**src/rtl/can_pkg.sv**
```systemverilog
// Shared CAN bus constants for the stuffer, CRC and destuffer.
// Stuffer sequencing state lives here so the destuffer can mirror it.
package can_pkg;

   localparam logic CAN_RECESSIVE = 1'b1;
   localparam logic CAN_DOMINANT  = 1'b0;
   localparam int   CAN_STUFF_LEN = 5;

   typedef enum logic {
      ST_RUN   = 1'b0,
      ST_STUFF = 1'b1
   } stuff_state_t;

endpackage

```
**src/rtl/can_bit_stuffer.sv**
```systemverilog
// CAN transmit bit stuffer: inserts a complement bit after a run of
// STUFF_LEN equal bits and forwards CRC-covered bits to the CRC engine.
module can_bit_stuffer
   import can_pkg::*;
#(
   parameter int STUFF_LEN = CAN_STUFF_LEN,
   parameter int CNT_W     = 3
) (
   input  logic clock,
   input  logic reset,
   input  logic bit_tick,
   input  logic in_bit,
   input  logic in_valid,
   input  logic in_stuff,
   input  logic in_crc,
   output logic in_ready,
   output logic tx_bit,
   output logic stuff_bit,
   output logic crc_data,
   output logic crc_enable,
   output logic underrun,
   input  logic clear_err
);

   stuff_state_t state_q, state_d;
   logic [CNT_W-1:0] run_cnt_q, run_cnt_d;
   logic [CNT_W-1:0] run_nxt;
   logic last_q, last_d;
   logic in_region_q, in_region_d;
   logic tx_bit_q, tx_bit_d;
   logic stuff_bit_q, stuff_bit_d;
   logic crc_data_q, crc_data_d;
   logic crc_enable_q, crc_enable_d;
   logic underrun_q, underrun_d;
   logic stuff_tick;
   logic xfer;
   logic idle_tick;

   assign in_ready   = bit_tick & (state_q == ST_RUN);
   assign xfer       = in_valid & in_ready;
   assign stuff_tick = bit_tick & (state_q == ST_STUFF);
   assign idle_tick  = in_ready & ~in_valid;

   // A run only continues if the previous bit was also in the region
   assign run_nxt = (in_bit == last_q && in_region_q) ?
                    run_cnt_q + 1'b1 : CNT_W'(1);

   always_comb begin
      state_d      = state_q;
      run_cnt_d    = run_cnt_q;
      last_d       = last_q;
      in_region_d  = in_region_q;
      tx_bit_d     = tx_bit_q;
      stuff_bit_d  = stuff_bit_q;
      crc_data_d   = crc_data_q;
      crc_enable_d = 1'b0;
      underrun_d   = underrun_q & ~clear_err;
      unique case (1'b1)
         stuff_tick: begin
            tx_bit_d    = ~last_q;
            stuff_bit_d = 1'b1;
            last_d      = ~last_q;
            run_cnt_d   = CNT_W'(1);
            state_d     = ST_RUN;
         end
         xfer: begin
            tx_bit_d     = in_bit;
            stuff_bit_d  = 1'b0;
            crc_data_d   = in_bit;
            crc_enable_d = in_crc;
            last_d       = in_bit;
            if (in_stuff) begin
               run_cnt_d   = run_nxt;
               in_region_d = 1'b1;
               state_d     = (run_nxt == CNT_W'(STUFF_LEN)) ?
                             ST_STUFF : ST_RUN;
            end else begin
               run_cnt_d   = '0;
               in_region_d = 1'b0;
               state_d     = ST_RUN;
            end
         end
         idle_tick: begin
            tx_bit_d    = CAN_RECESSIVE;
            stuff_bit_d = 1'b0;
            if (in_region_q) underrun_d = 1'b1;
         end
         default: ;
      endcase
   end

   always_ff @(posedge clock) begin
      if (reset) begin
         state_q      <= ST_RUN;
         run_cnt_q    <= '0;
         last_q       <= CAN_RECESSIVE;
         in_region_q  <= 1'b0;
         tx_bit_q     <= CAN_RECESSIVE;
         stuff_bit_q  <= 1'b0;
         crc_data_q   <= 1'b0;
         crc_enable_q <= 1'b0;
         underrun_q   <= 1'b0;
      end else begin
         state_q      <= state_d;
         run_cnt_q    <= run_cnt_d;
         last_q       <= last_d;
         in_region_q  <= in_region_d;
         tx_bit_q     <= tx_bit_d;
         stuff_bit_q  <= stuff_bit_d;
         crc_data_q   <= crc_data_d;
         crc_enable_q <= crc_enable_d;
         underrun_q   <= underrun_d;
      end
   end

   assign tx_bit     = tx_bit_q;
   assign stuff_bit  = stuff_bit_q;
   assign crc_data   = crc_data_q;
   assign crc_enable = crc_enable_q;
   assign underrun   = underrun_q;

endmodule

```
**config.mk**
```make
export PLATFORM = sky130hd
export DESIGN_NAME = can_bit_stuffer
export DESIGN_NICKNAME = d
export VERILOG_FILES = /design/src/rtl/can_pkg.sv /design/src/rtl/can_bit_stuffer.sv
export SDC_FILE = /design/constraint.sdc
export NUM_CORES = 1
export LEC_CHECK = 0
export CAP_MARGIN = 10
export CORE_AREA = 2 2 39 41
export DETAILED_ROUTE_END_ITERATION = 8
export DIE_AREA = 0 0 41 43
export GPL_ROUTABILITY_DRIVEN = 0
export PLACE_DENSITY = 0.69
export SETUP_SLACK_MARGIN = 0.4
export SKIP_LAST_GASP = 1
export SYNTH_ARGS = -nofsm -noshare
export SYNTH_HDL_FRONTEND = slang
export SYNTH_SLANG_ARGS = --single-unit
```
**constraint.sdc**
```tcl
create_clock -name clock -period 1.5 [get_ports clock]
set_clock_uncertainty 0.1 [all_clocks]
set_input_delay 0.15 -clock clock [delete_from_list [all_inputs] [get_ports clock]]
set_output_delay 0.15 -clock clock [all_outputs]
set_load 0.02 [all_outputs]
```
==> summary.txt <==
Timing
  • F_max: ~0.8 GHz
  • Final worst-path cycle share: 82.5%
  • Least-Margin Pin Slew: about 0.24 ns
  • Worst hold slack: around 0.20 ns
  • Final Hold Viols: 0
  • RSZ-0062 raised after global routing: true
  • Slew Limit Fails: 0
  • Tmin final: 1.24 ns
  • Final setup viols: 0
  • Max-slew headroom: 83.7%

Synth
  • Syn_nets: 65
  • Syn Inst Count: 56
  • Most used flip-flop cell after synthesis: dfxtp_1
  • Yosys cell types: 29
  • Syn avg cell area: slightly below 10 um2
  • FF+latch count, synth: 11
  • Yosys warning count: 0
  • Cell Area, Synth: between 500 and 600 um2
  • Largest area contributor in the netlist: dfxtp_1
  • Largest cells by area after synthesis: dfxtp_1 (40%), mux2i_1 (7.3%), nor2_1 (3.4%), nor2b_1 (3.4%), a211o_1 (3.2%)
  • Post-synth EDFFs: 0
  • Yosys top cell area share: 40.0%
  • Asr flop ratio synth: 0%
  • Part of the Yosys area used for sequential elements: 40.0%

Floorplanning
  • # IOs: 14
  • CORE AREA: 0.00138 mm2
  • Die Y: about 43 um
  • Row count: 14
  • Die Area: 0.00176 mm2
  • Initial Util: between 30% and 40%
  • Die Wd: around 41 um

Pwr
  • P_int: 460 uW
  • Leakage power: between 0.0003 and 0.0004 uW
  • Pwr dens: 758 mW/mm2
  • Net Sw Power: approximately 150 uW
  • Sw Share: 24.0%
  • Reg power frac: about half
  • Combinational share of power: between 10% and 20%
  • Clock power frac: 32.5%
  • Total power: between 600 and 700 uW
  • Peak supply drop: 432 uV

Hold path
  • Worst hold-check path type: in -> reg

Clock network
  • Clock slew at reported path FFs: 0.06 ns
  • Worst-Skew Late Latency: about 0.27 ns
  • Clock root cell: clkbuf_4
  • CTS tree: done
  • Clock sink total: 11
  • Max Buffers Root-to-Sink: 2
  • CTS H-tree depth: 1
  • CTS buffer count: 3

GRT
  • Tot GR Track Use: 17.5%
  • Largest net degree at the start of global routing: 12
  • Antenna violations before repair: 0
  • Grt ovf: 0
  • Vias in the first global route: 436
  • Global-route wire length before repair: 1.97 mm

Setup path
  • Crit path launch: bit_tick
  • Reg2reg setup slack: 0.26 ns
  • Arr. time, crit path: around 1.3 ns
  • Critical Path Sink: state_q
  • Crit path depth: 5
  • Slowest stage delay, CP: approximately 0.49 ns
  • CP delay by family, top: buffers and inverters
  • Worst setup EP type: flip-flop
  • Worst Path Required: between 1.5 and 2 ns
  • Kind of critical path: in -> reg
  • CP startpoint kind: primary input
  • CP cell instances: clkdlybuf4s50_1, buf_6, and4bb_1, nand3_2, o41ai_2
  • FF-to-FF path depth: 4
  • R2r endpoint: state_q
  • Critical Path Fanout Max: 5
  • Critical path's slowest cell: clkdlybuf4s50_1
  • Reg2reg start: state_q
  • Buf+Inv Stages, Crit Path: 2

Drt
  • DRC: 0
  • WL/cell: about 12 um
  • Vias post-DR: 481
  • Antenna Violating Nets Remaining: 0
  • Drt via density: a little under 5
  • Drt total wl: 1.15 mm
  • DRT Pass-1 Iters: 2
  • Initial drt markers: 5

Placement
  • Hpwl dp: about 800 um
  • Cell Area, Placed: between 700 and 800 um2
  • Placed Instances: between 80 and 90
  • IO Port Bufs: 13

Layout
  • Share of cells above drive strength 1: 38.3%
  • Layout Cells excl Fill: between 90 and 100
  • Area Growth Syn to Fin: 45.2%
  • # diodes: 0
  • Fin nets: between 90 and 100
  • Flip-flop and latch area: roughly 220 um2
  • Finished Cell Area: approximately 800 um2
  • Multi-input logic area: ~320 um2
  • Filler cell count: roughly 120

Job
  • Max Cap Viol: 0

Outcome
  • Status: completed
==> repair_timing <==
item                                    in CTS  in global routing
setup buffers                                6                  2
gates resized for setup                     32                  6
pin swaps                                    4                  2
hold buffers                                 0                  0
endpoints found under the setup margin      15                 11
==> through the flow <==
stage          worst slack, ns  util [%]  setup TNS (ns)
3_3_place_gp            -0.133      50.6          -0.178
6_report                 0.263      57.8               0
2_1_floorplan            0.331         -               0
3_5_place_dp            -0.139      50.6          -0.208
4_1_cts                  0.264      56.0               0
5_1_grt                  0.190      57.8               0
==> cell type report <==
| class | count | area share (%) |
|---|---|---|
| timing repair buffer | 24 | 25.2 |
| inverter | 3 | 1.41 |
| multi-input combinational | 39 | 39.7 |
| tap | 16 | 2.50 |
| sequential | 11 | 27.9 |
| clock buffer | 4 | 3.29 |
==> metal layers <==
| layer | part of all wire (%) | wire, um | up-vias | global-route usage, % |
|---|---|---|---|---|
| met4 | 1.5 | 17 | 0 | 10.0 |
| met5 | 0 | 0 | - | 0 |
| met1 | 43 | 494 | 222 | 20.1 |
| li1 | - | - | 249 | - |
| met3 | 4.3 | 49 | 2 | 11.0 |
| met2 | 51 | 587 | 8 | 23.8 |
==> synth_stat cells, types with 2 or more instances <==
cell type and n:
a21oi_1 2, nor2b_1 3, nand3b_1 2, a211o_1 2, nor3b_1 2, mux2i_1 4
dfxtp_1 11, inv_1 3, xnor2_1 2, nand2b_1 2, nor2_1 5
==> power by group through the flow <==
stage / combinational [uW] / clock, uW / sequential, uW
final: 100 / 197 / 309
after global routing: 108 / 229 / 309
after CTS: 93.6 / 208 / 309
after detailed placement: 87.5 / 0 / 315
after global placement: 87.3 / 0 / 314
after floorplan: 42.2 / 0 / 318
==> flip-flops by register name, indices dropped and copies added (netlist names) <==
name,flops
run_cnt_q,3
crc_data,1
crc_enable,1
in_region_q,1
last_q,1
state_q,1
stuff_bit,1
tx_bit,1
underrun,1
==> cell usage in the layout (no fill, tap or decap), drive strengths merged, types with 3 or more instances in the layout <==
master	count
buf	17
clkbuf	4
clkdlybuf4s50	5
dfxtp	11
inv	3
mux2i	4
nor2	5
nor2b	3
==> worst reg2reg max path, delay by kind of cell, from the launching register on <==
kind,cells,cell delay (ns)
flops,1,0.32
compound gates,1,0.22
buf+inv,1,0.12
simple gates,2,0.37
==> kinds of logic (layout without fill, tap and decap cells) <==
kind of cell,after synthesis,count (layout),synth area share (%)
adders and majority gates,1,1,2.27
AOI/OAI and AO/OA,11,11,16.4
buffers and inverters,6,31,6.14
xor gates and xnor gates,2,2,3.18
and+or+nand+nor,21,21,24.8
DFF,11,11,40.0
muxes,4,4,7.27
==> how the worst min path moves through the flow <==
| stage | startpoint | endpoint | slack, ns | depth (start not counted) |
|---|---|---|---|---|
| floorplan | in_bit | crc_data | 0.19 | 2 |
| global placement | run_cnt_q[1] | run_cnt_q[1] | 0.36 | 1 |
| detailed placement | run_cnt_q[1] | run_cnt_q[1] | 0.37 | 1 |
| CTS | in_crc | crc_enable | 0.34 | 2 |
| global route | in_bit | crc_data | 0.24 | 3 |
| finish | in_bit | crc_data | 0.20 | 3 |
Power figures use the tool's default switching activity.
